--- src/rtl/uart_pkg.sv ---
// Shared UART constants and the frame-level state encoding for the TX and RX paths.
package uart_pkg;

  localparam int unsigned CLK_FREQ_HZ          = 100_000_000;
  localparam int unsigned BAUD                 = 115_200;
  localparam int unsigned CLKS_PER_BIT_DEFAULT = CLK_FREQ_HZ / BAUD;

  localparam int unsigned BITS_PER_BYTE = 8;
  localparam int unsigned BIT_IDX_W     = 3;
  localparam int unsigned BYTE_IDX_W    = 4;

  typedef enum logic [1:0] {
    IDLE  = 2'd0,
    START = 2'd1,
    DATA  = 2'd2,
    STOP  = 2'd3
  } tx_state_e;

endpackage

--- src/rtl/uart_tx_byte.sv ---
// Single 8N1 frame serializer. A start request in IDLE, or on the final stop-bit
// cycle, loads byte_i and begins a start bit on that same edge (no idle gap).
module uart_tx_byte
  import uart_pkg::*;
#(
  parameter int unsigned CLKS_PER_BIT = CLKS_PER_BIT_DEFAULT
) (
  input  logic                     clk_i,
  input  logic                     rst_ni,
  input  logic                     start_i,
  input  logic [BITS_PER_BYTE-1:0] byte_i,
  output logic                     txd_o,
  output logic                     frame_done_c
);

  localparam int unsigned BAUD_W = (CLKS_PER_BIT > 1) ? $clog2(CLKS_PER_BIT) : 1;
  localparam logic [BAUD_W-1:0]    BAUD_LAST = BAUD_W'(CLKS_PER_BIT - 1);
  localparam logic [BIT_IDX_W-1:0] BIT_LAST  = BIT_IDX_W'(BITS_PER_BYTE - 1);

  tx_state_e                state_q;
  logic [BAUD_W-1:0]        baud_q;
  logic [BIT_IDX_W-1:0]     bit_q;
  logic [BITS_PER_BYTE-1:0] shift_q;
  logic                     txd_q;
  logic                     bit_end_c;

  assign bit_end_c    = (baud_q == BAUD_LAST);
  assign frame_done_c = (state_q == STOP) && bit_end_c;
  assign txd_o        = txd_q;

  // Frame FSM; the line level is registered so txd has no path from any input.
  always_ff @(posedge clk_i or negedge rst_ni) begin
    if (!rst_ni) begin
      state_q <= IDLE;
      baud_q  <= '0;
      bit_q   <= '0;
      shift_q <= '0;
      txd_q   <= 1'b1;
    end else begin
      case (state_q)
        IDLE: begin
          if (start_i) begin
            shift_q <= byte_i;
            baud_q  <= '0;
            bit_q   <= '0;
            txd_q   <= 1'b0;
            state_q <= START;
          end
        end
        START: begin
          if (bit_end_c) begin
            baud_q  <= '0;
            txd_q   <= shift_q[0];
            state_q <= DATA;
          end else begin
            baud_q <= BAUD_W'(baud_q + 1'b1);
          end
        end
        DATA: begin
          if (bit_end_c) begin
            baud_q <= '0;
            if (bit_q == BIT_LAST) begin
              bit_q   <= '0;
              txd_q   <= 1'b1;
              state_q <= STOP;
            end else begin
              bit_q   <= BIT_IDX_W'(bit_q + 1'b1);
              txd_q   <= shift_q[1];
              shift_q <= {1'b0, shift_q[BITS_PER_BYTE-1:1]};
            end
          end else begin
            baud_q <= BAUD_W'(baud_q + 1'b1);
          end
        end
        STOP: begin
          if (bit_end_c) begin
            baud_q <= '0;
            if (start_i) begin
              shift_q <= byte_i;
              bit_q   <= '0;
              txd_q   <= 1'b0;
              state_q <= START;
            end else begin
              txd_q   <= 1'b1;
              state_q <= IDLE;
            end
          end else begin
            baud_q <= BAUD_W'(baud_q + 1'b1);
          end
        end
        default: begin
          state_q <= IDLE;
          txd_q   <= 1'b1;
        end
      endcase
    end
  end

endmodule

--- src/rtl/uart_tx_word.sv ---
// Multi-byte UART transmitter: accepts a word on transmit & ready, sends it
// MSB byte first as back-to-back 8N1 frames and pulses datasent at the end.
module uart_tx_word
  import uart_pkg::*;
#(
  parameter int unsigned CLKS_PER_BIT = CLKS_PER_BIT_DEFAULT,
  parameter int unsigned BYTES        = 4
) (
  input  logic                 clock,
  input  logic                 reset,
  input  logic [8*BYTES-1:0]   data_in,
  input  logic                 transmit,
  output logic                 ready,
  output logic                 txd,
  output logic                 busy,
  output logic                 datasent
);

  localparam int unsigned           WORD_W   = BITS_PER_BYTE * BYTES;
  localparam logic [BYTE_IDX_W-1:0] LAST_IDX = BYTE_IDX_W'(BYTES - 1);

  logic [WORD_W-1:0]        word_q;
  logic [BYTE_IDX_W-1:0]    idx_q;
  logic                     ready_q;
  logic                     busy_q;
  logic                     datasent_q;

  logic                     accept_c;
  logic                     frame_done_c;
  logic                     more_c;
  logic                     start_c;
  logic [BYTE_IDX_W-1:0]    idx_next_c;
  logic [BITS_PER_BYTE-1:0] next_byte_c;
  logic [BITS_PER_BYTE-1:0] byte_c;

  assign accept_c   = transmit & ready_q;
  assign more_c     = frame_done_c && (idx_q != '0);
  assign start_c    = accept_c | more_c;
  assign idx_next_c = BYTE_IDX_W'(idx_q - 1'b1);

  // Byte that follows the one currently on the line.
  always_comb begin
    next_byte_c = '0;
    for (int unsigned b = 0; b < BYTES; b++) begin
      if (BYTE_IDX_W'(b) == idx_next_c) begin
        next_byte_c = word_q[BITS_PER_BYTE*b +: BITS_PER_BYTE];
      end
    end
  end

  // First byte comes straight from data_in so the start bit begins on the acceptance edge.
  assign byte_c = accept_c ? data_in[WORD_W-1 -: BITS_PER_BYTE] : next_byte_c;

  always_ff @(posedge clock or negedge reset) begin
    if (!reset) begin
      word_q     <= '0;
      idx_q      <= '0;
      ready_q    <= 1'b1;
      busy_q     <= 1'b0;
      datasent_q <= 1'b0;
    end else begin
      datasent_q <= 1'b0;
      if (accept_c) begin
        word_q  <= data_in;
        idx_q   <= LAST_IDX;
        ready_q <= 1'b0;
        busy_q  <= 1'b1;
      end else if (frame_done_c) begin
        if (idx_q != '0) begin
          idx_q <= idx_next_c;
        end else begin
          ready_q    <= 1'b1;
          busy_q     <= 1'b0;
          datasent_q <= 1'b1;
        end
      end
    end
  end

  assign ready    = ready_q;
  assign busy     = busy_q;
  assign datasent = datasent_q;

  uart_tx_byte #(
    .CLKS_PER_BIT(CLKS_PER_BIT)
  ) u_tx_byte (
    .clk_i       (clock),
    .rst_ni      (reset),
    .start_i     (start_c),
    .byte_i      (byte_c),
    .txd_o       (txd),
    .frame_done_c(frame_done_c)
  );

endmodule

--- config.mk ---
export PLATFORM = sky130hd
export DESIGN_NAME = uart_tx_word
export DESIGN_NICKNAME = d
export VERILOG_FILES = /design/src/rtl/uart_pkg.sv /design/src/rtl/uart_tx_byte.sv /design/src/rtl/uart_tx_word.sv
export SDC_FILE = /design/constraint.sdc
export NUM_CORES = 1
export LEC_CHECK = 0
export BUFFER_PORTS_ARGS = -buffer_cell sky130_fd_sc_hd__buf_4
export CORE_MARGIN = 2
export CORE_UTILIZATION = 33
export CTS_CLUSTER_DIAMETER = 40
export DETAILED_ROUTE_END_ITERATION = 10
export PLACE_DENSITY = 0.53
export SYNTH_ARGS = -nofsm -noshare
export SYNTH_HDL_FRONTEND = slang
export SYNTH_SLANG_ARGS = --single-unit
export TNS_END_PERCENT = 10
--- constraint.sdc ---
create_clock -name clock -period 2 [get_ports clock]
set_input_delay 0.4 -clock clock [delete_from_list [all_inputs] [get_ports clock]]
set_output_delay 0.4 -clock clock [all_outputs]
set_load 0.01 [all_outputs]
# After elaboration in Yosys (flattened, before gate mapping)
# Cells that the tools add are included.
[classes] add_sub_neg=3 eq_ne=15 mux=44 bitwise_logic=2 n_reduce_logical=15
[op_table] cell="$mux W8" n=9
[op_table] cell="$pmux W8 S3" n=1
[op_table] cell="$mux W10" n=2
[op_table] cell="$pmux W10 S2" n=1
[op_table] cell="$mux W1" n=16
[op_table] cell="$mux W3" n=4
[op_table] cell="$mux W4" n=3
[op_table] cell="$add A10 B1 Y10 const B" n=1
[op_table] cell="$eq A10 B10 Y1 const B" n=1
[op_table] cell="$mux W2" n=5
[op_table] cell="$pmux W3 S3" n=1
[op_table] cell="$eq A2 B4 Y1 const A" n=2
[op_table] cell="$ne A2 B1 Y1 const B" n=4
[op_table] cell="$pmux W2 S4" n=1
[op_table] cell="$reduce_and A4 Y1" n=2
[op_table] cell="$ne A2 B2 Y1 const B" n=3
[op_table] cell="$reduce_and A5 Y1" n=1
[op_table] cell="$eq A1 B4 Y1 const A" n=1
[op_table] cell="$eq A2 B2 Y1 const B" n=2
[op_table] cell="$logic_not A4 Y1" n=1
[op_table] cell="$pmux W1 S4" n=1
[op_table] cell="$reduce_and A2 Y1" n=2
[op_table] cell="$reduce_bool A2 Y1" n=2
[op_table] cell="$reduce_bool A4 Y1" n=1
[op_table] cell="other kinds (11)" n=12
[totals] ff_bits=63 in_bits=35

# Longest topological paths before layout
[logic_depth] depth_word=10 depth_mapped=9 ltp_nobuf=7

# Cells and area by module
# A second synthesis with hierarchy kept.
[unflattened] cells_unflattened=340 hier_area_um2=3246.9
[modules_own_cells] mod="uart_tx_word" n_inst=1 cells_each=215 area_per_inst_um2=1848.0 seq_area_each_um2=977.2
[modules_own_cells] mod="uart_tx_byte" n_inst=1 cells_each=125 area_per_inst_um2=1398.8 seq_area_each_um2=601.8

# Least setup slack after synthesis
# OpenSTA, ideal clock, no wires.
[synth_timing] path_type="register -> register" from="register u_tx_byte.baud_q[0]" to="register u_tx_byte.shift_q[0]" t_arrival_ns=1.985 path_slack_ns=-0.109 path_stages_with_launch=7 path_buffers=0 path_cell_list="dfrtp_1 -> ha_1 -> nand4b_1 -> nor4_4 -> o21ai_2 -> a221oi_4 -> mux2_2"
[synth_via] elab_chain_cells=7 elab_cells_between_ends=10 cone_classes="eq/ne (3); mux (3); bitwise (1); reduce/logical (3)"
[synth_rtl] item="start: declaration" line_no="uart_tx_byte.sv:21" source="logic [BAUD_W-1:0] baud_q;"
[synth_rtl] item="start signal: assignment" line_no="uart_tx_byte.sv:56" source="baud_q <= BAUD_W'(baud_q + 1'b1);"
[synth_rtl] item="start signal: assignment" line_no="uart_tx_byte.sv:72" source="baud_q <= BAUD_W'(baud_q + 1'b1);"
[synth_rtl] item="start signal: assignment" line_no="uart_tx_byte.sv:88" source="baud_q <= BAUD_W'(baud_q + 1'b1);"
[synth_rtl] item="$eq A10 B10 Y1 *" line_no="uart_tx_byte.sv:27" source="assign bit_end_c = (baud_q == BAUD_LAST);"
[synth_rtl] item="$logic_and A1 B1 Y1" line_no="uart_tx_byte.sv:28" source="assign frame_done_c = (state_q == STOP) && bit_end_c;"
[synth_rtl] item="$logic_and A1 B1 Y1" line_no="uart_tx_word.sv:37" source="assign more_c = frame_done_c && (idx_q != '0);"
[synth_rtl] item="$or A1 B1 Y1" line_no="uart_tx_word.sv:38" source="assign start_c = accept_c | more_c;"
[synth_rtl] item="$mux W8 (2 in series)"
[synth_rtl] item="$pmux W8 S3"
[synth_rtl] item="end signal: assignment" line_no="uart_tx_byte.sv:43" source="shift_q <= byte_i;"
[synth_rtl] item="end signal: assignment" line_no="uart_tx_byte.sv:69" source="shift_q <= {1'b0, shift_q[BITS_PER_BYTE-1:1]};"
[synth_rtl] item="end signal: assignment" line_no="uart_tx_byte.sv:79" source="shift_q <= byte_i;"
[synth_rtl] item="end: declaration" line_no="uart_tx_byte.sv:23" source="logic [BITS_PER_BYTE-1:0] shift_q;"
# Mark *: on every way between the ends. The rest lies on a longest branch, timed or not. The select of a mux whose other input is x is not followed.
# A chain may end at the register's enable or synchronous reset.

# Worst setup path in the final report
[layout_timing] from="register u_tx_byte.baud_q[0]" to="register u_tx_byte.shift_q[2]"
# The elaborated chain is that of the path after synthesis.

==> qor.csv <==
metric,value,unit
finalWirelength,7920,um
die-area,10830,um2
drive_gt1_share,27.63,%
start_util,33.98,%
finalMaxSlewViolations,0,
status,"finished, violations left",
synth_seq_area_share,47.77,%
synth_edf_count,0,
cts_tree,yes,
period_share,104.1,%
synthesis.nets,407,
cts_max_path_buffers,2,
ys_seq_elements,63,
fin_crit,2082,ps
nets,482,
synth_cell_type_count,46,
final_util,43.85,%
slowest_stage,dfrtp_1,
layout_commonest_cell,nand2_1,
netlist_area,3306,um2
cts_sinks,63,
pwr-share-clk,38.2,%
startpoint_type,register,
insertedDiodeCount,0,
clock-root-buffer,clkbuf_8,
synth_ff_type,dfrtp_1,
finalClockSkew,10.83,ps
dp.final_hpwl,5739,um
syn_to_final_growth,29.07,%
synthArstFlopShare,100.0,%
final_cell_mix,"90 x nand2_1, 77 x buf_4, 61 x dfrtp_1",
placedCellCount,553,
crit_path_end_kind,register,
drt_first_iter_violations,88,
clk_pin_slew,80,ps
grt_overflow,0,
multi_input_area,1644,um2
final_cell_area,4267,um2
seq_power_share,53.3,%
grt_usage,15.51,%
cp_cell_sequence,ha_2 -> nand4b_1 -> nor4_4 -> buf_6 -> o21ai_4 -> a221oi_4 -> buf_12 -> mux2_2,
io-pin-count,39,
p_switching,0.7080,mW
antenna_found_initial,0,
ant_nets,0,
peakVddDrop,0.3524,mV
maxSlewHeadroom,69.60,%
grt_max_degree,34,
clock.fmax,480.4,MHz
clk_latency,350,ps
yosys_warnings,0,
syn_inst,358,
routedWlPerCell,13.87,um
violations,negative setup slack,
first_pass_iters,4,
maxCapViolations,0,
grt_pass1_wl,13410,um
avgSynthCellArea,9.234,um2
rsz0062_at_grt,true,
worstMarginPinSlew,456.0,ps
power,2.624,mW
rows,36,
instances_no_fill,571,
grt_pass1_vias,2656,
core,9729,um2
hp-class,in -> reg,
ctsHtreeMaxLevel,3,
setup_viol,8,
p_per_area,614.9,nW/um2
vias,2732,
worst_ep_required_time,2230,ps
io_buffers,38,
p_leak,2.037,nW
p_sw_share,26.98,%
critPathMaxFanout,8,
numCtsBuffers,9,
setup_slack,-81.53,ps
place_area,4030,um2
p_int,1.916,mW
crit_type,reg -> reg,
crit_arrival,2310,ps
gp_congestion,0.7858,
die_y,104.1,um
routed_via_density,4.785,
regArea,1579,um2
fill_cells,1007,
route.detailed.drc,0,
die_w,104.1,um
cp_slowest_stage_delay,390,ps
hold_violations,0,
power_frac_comb,8.5,%
[synth_stat cells, types with 3 or more instances]
master,count,share of area [%]
a21oi_1,13,2.0
a221o_1,8,2.4
a22o_1,3,0.79
a22oi_1,8,1.8
clkbuf_1,16,1.8
dfrtp_1,61,46
ha_1,14,5.3
inv_1,17,1.9
mux2_2,8,2.7
mux2i_1,4,1.2
nand2_1,90,10
nand3_1,12,1.8
nor2_1,24,2.7
nor2b_1,5,0.95
nor3b_1,8,1.8
o21ai_0,20,3.0
o31ai_1,10,2.3
[power groups by stage]
stage               registers [mW]  clock network (mW)  logic, mW
floorplan                     1.41                   0      0.111
global placement              1.42                   0      0.220
detailed placement            1.42                   0      0.225
CTS                           1.40                1.04      0.229
global route                  1.41                1.10      0.256
finish                        1.40                1.00      0.223
[layout make-up]
type                            instances  area share [%]
Clock buffer                            9           2.903
Clock inverter                          7           1.173
Sequential cell                        63           37.01
Multi-Input combinational cell        261           38.53
Inverter                               17           1.496
Timing Repair Buffer                   81           14.99
Tap cell                              133           3.900
[stage by stage]
step / hold WS (ps) / TNS [ps] / worst slack (ps)
after detailed placement: 373.2 / -1308 / -117.4
after CTS: 220.9 / -887.9 / -119.5
after global routing: 229.1 / -1407 / -183.4
after floorplan: 104.4 / -249.0 / -35.20
after global placement: 372.4 / -622.4 / -60.01
final: 237.2 / -519.1 / -81.53
[registers in the layout, indices dropped and copies added (netlist names)]
register           flops
u_tx_byte.baud_q      10
u_tx_byte.bit_q        3
datasent               1
ready                  1
u_tx_byte.txd_o        1
busy                   1
u_tx_byte.shift_q      8
idx_q                  4
word_q                32
u_tx_byte.state_q      2
[kinds of logic after synthesis]
logic type	count (synthesis)	share of synthesized area, %
fa+ha+maj	14	5.299
mux	13	4.277
xor+xnor	2	0.5300
flops	63	47.77
buf+inv	34	3.898
simple gates	154	21.23
compound gates	78	17.00
[critical path, delay by kind of cell, from the launching register on]
family | cells | cell delay, ps
compound gates | 2 | 360
fa+ha+maj | 1 | 200
buf+inv | 2 | 330
flops | 1 | 390
mux | 1 | 330
simple gates | 2 | 350
[final timing paths]
path	start	end	slack, ps	depth (start not counted)
max	u_tx_byte.baud_q[0]	u_tx_byte.shift_q[2]	-80	8
min	data_in[2]	word_q[2]	240	3
max reg2reg	u_tx_byte.baud_q[0]	u_tx_byte.shift_q[2]	-80	8
min reg2reg	word_q[15]	word_q[15]	480	2
max in group asynchronous	reset	u_tx_byte.txd_o	900	3
min in group asynchronous	reset	u_tx_byte.baud_q[7]	530	2
[per-layer routing]
layer  part of all wire [%]  GRT usage [%]  wire (um)  vias to the layer above
met5                      0              0          0                        -
met4                    1.9          6.853        154                        0
met3                    2.9          3.258        228                       10
met2                     48          23.64       3786                       40
met1                     47          21.26       3751                     1290
li1                       -              -          -                     1392
[repair_timing]
action	4_1_cts	5_1_grt
endpoints found under the setup margin	19	13
buffers inserted	0	1
pin swaps	2	2
hold buffers	1	0
gates resized for setup	3	9
hold endpoints to repair	8	0
No activity file was read; power rests on OpenSTA's default activity.
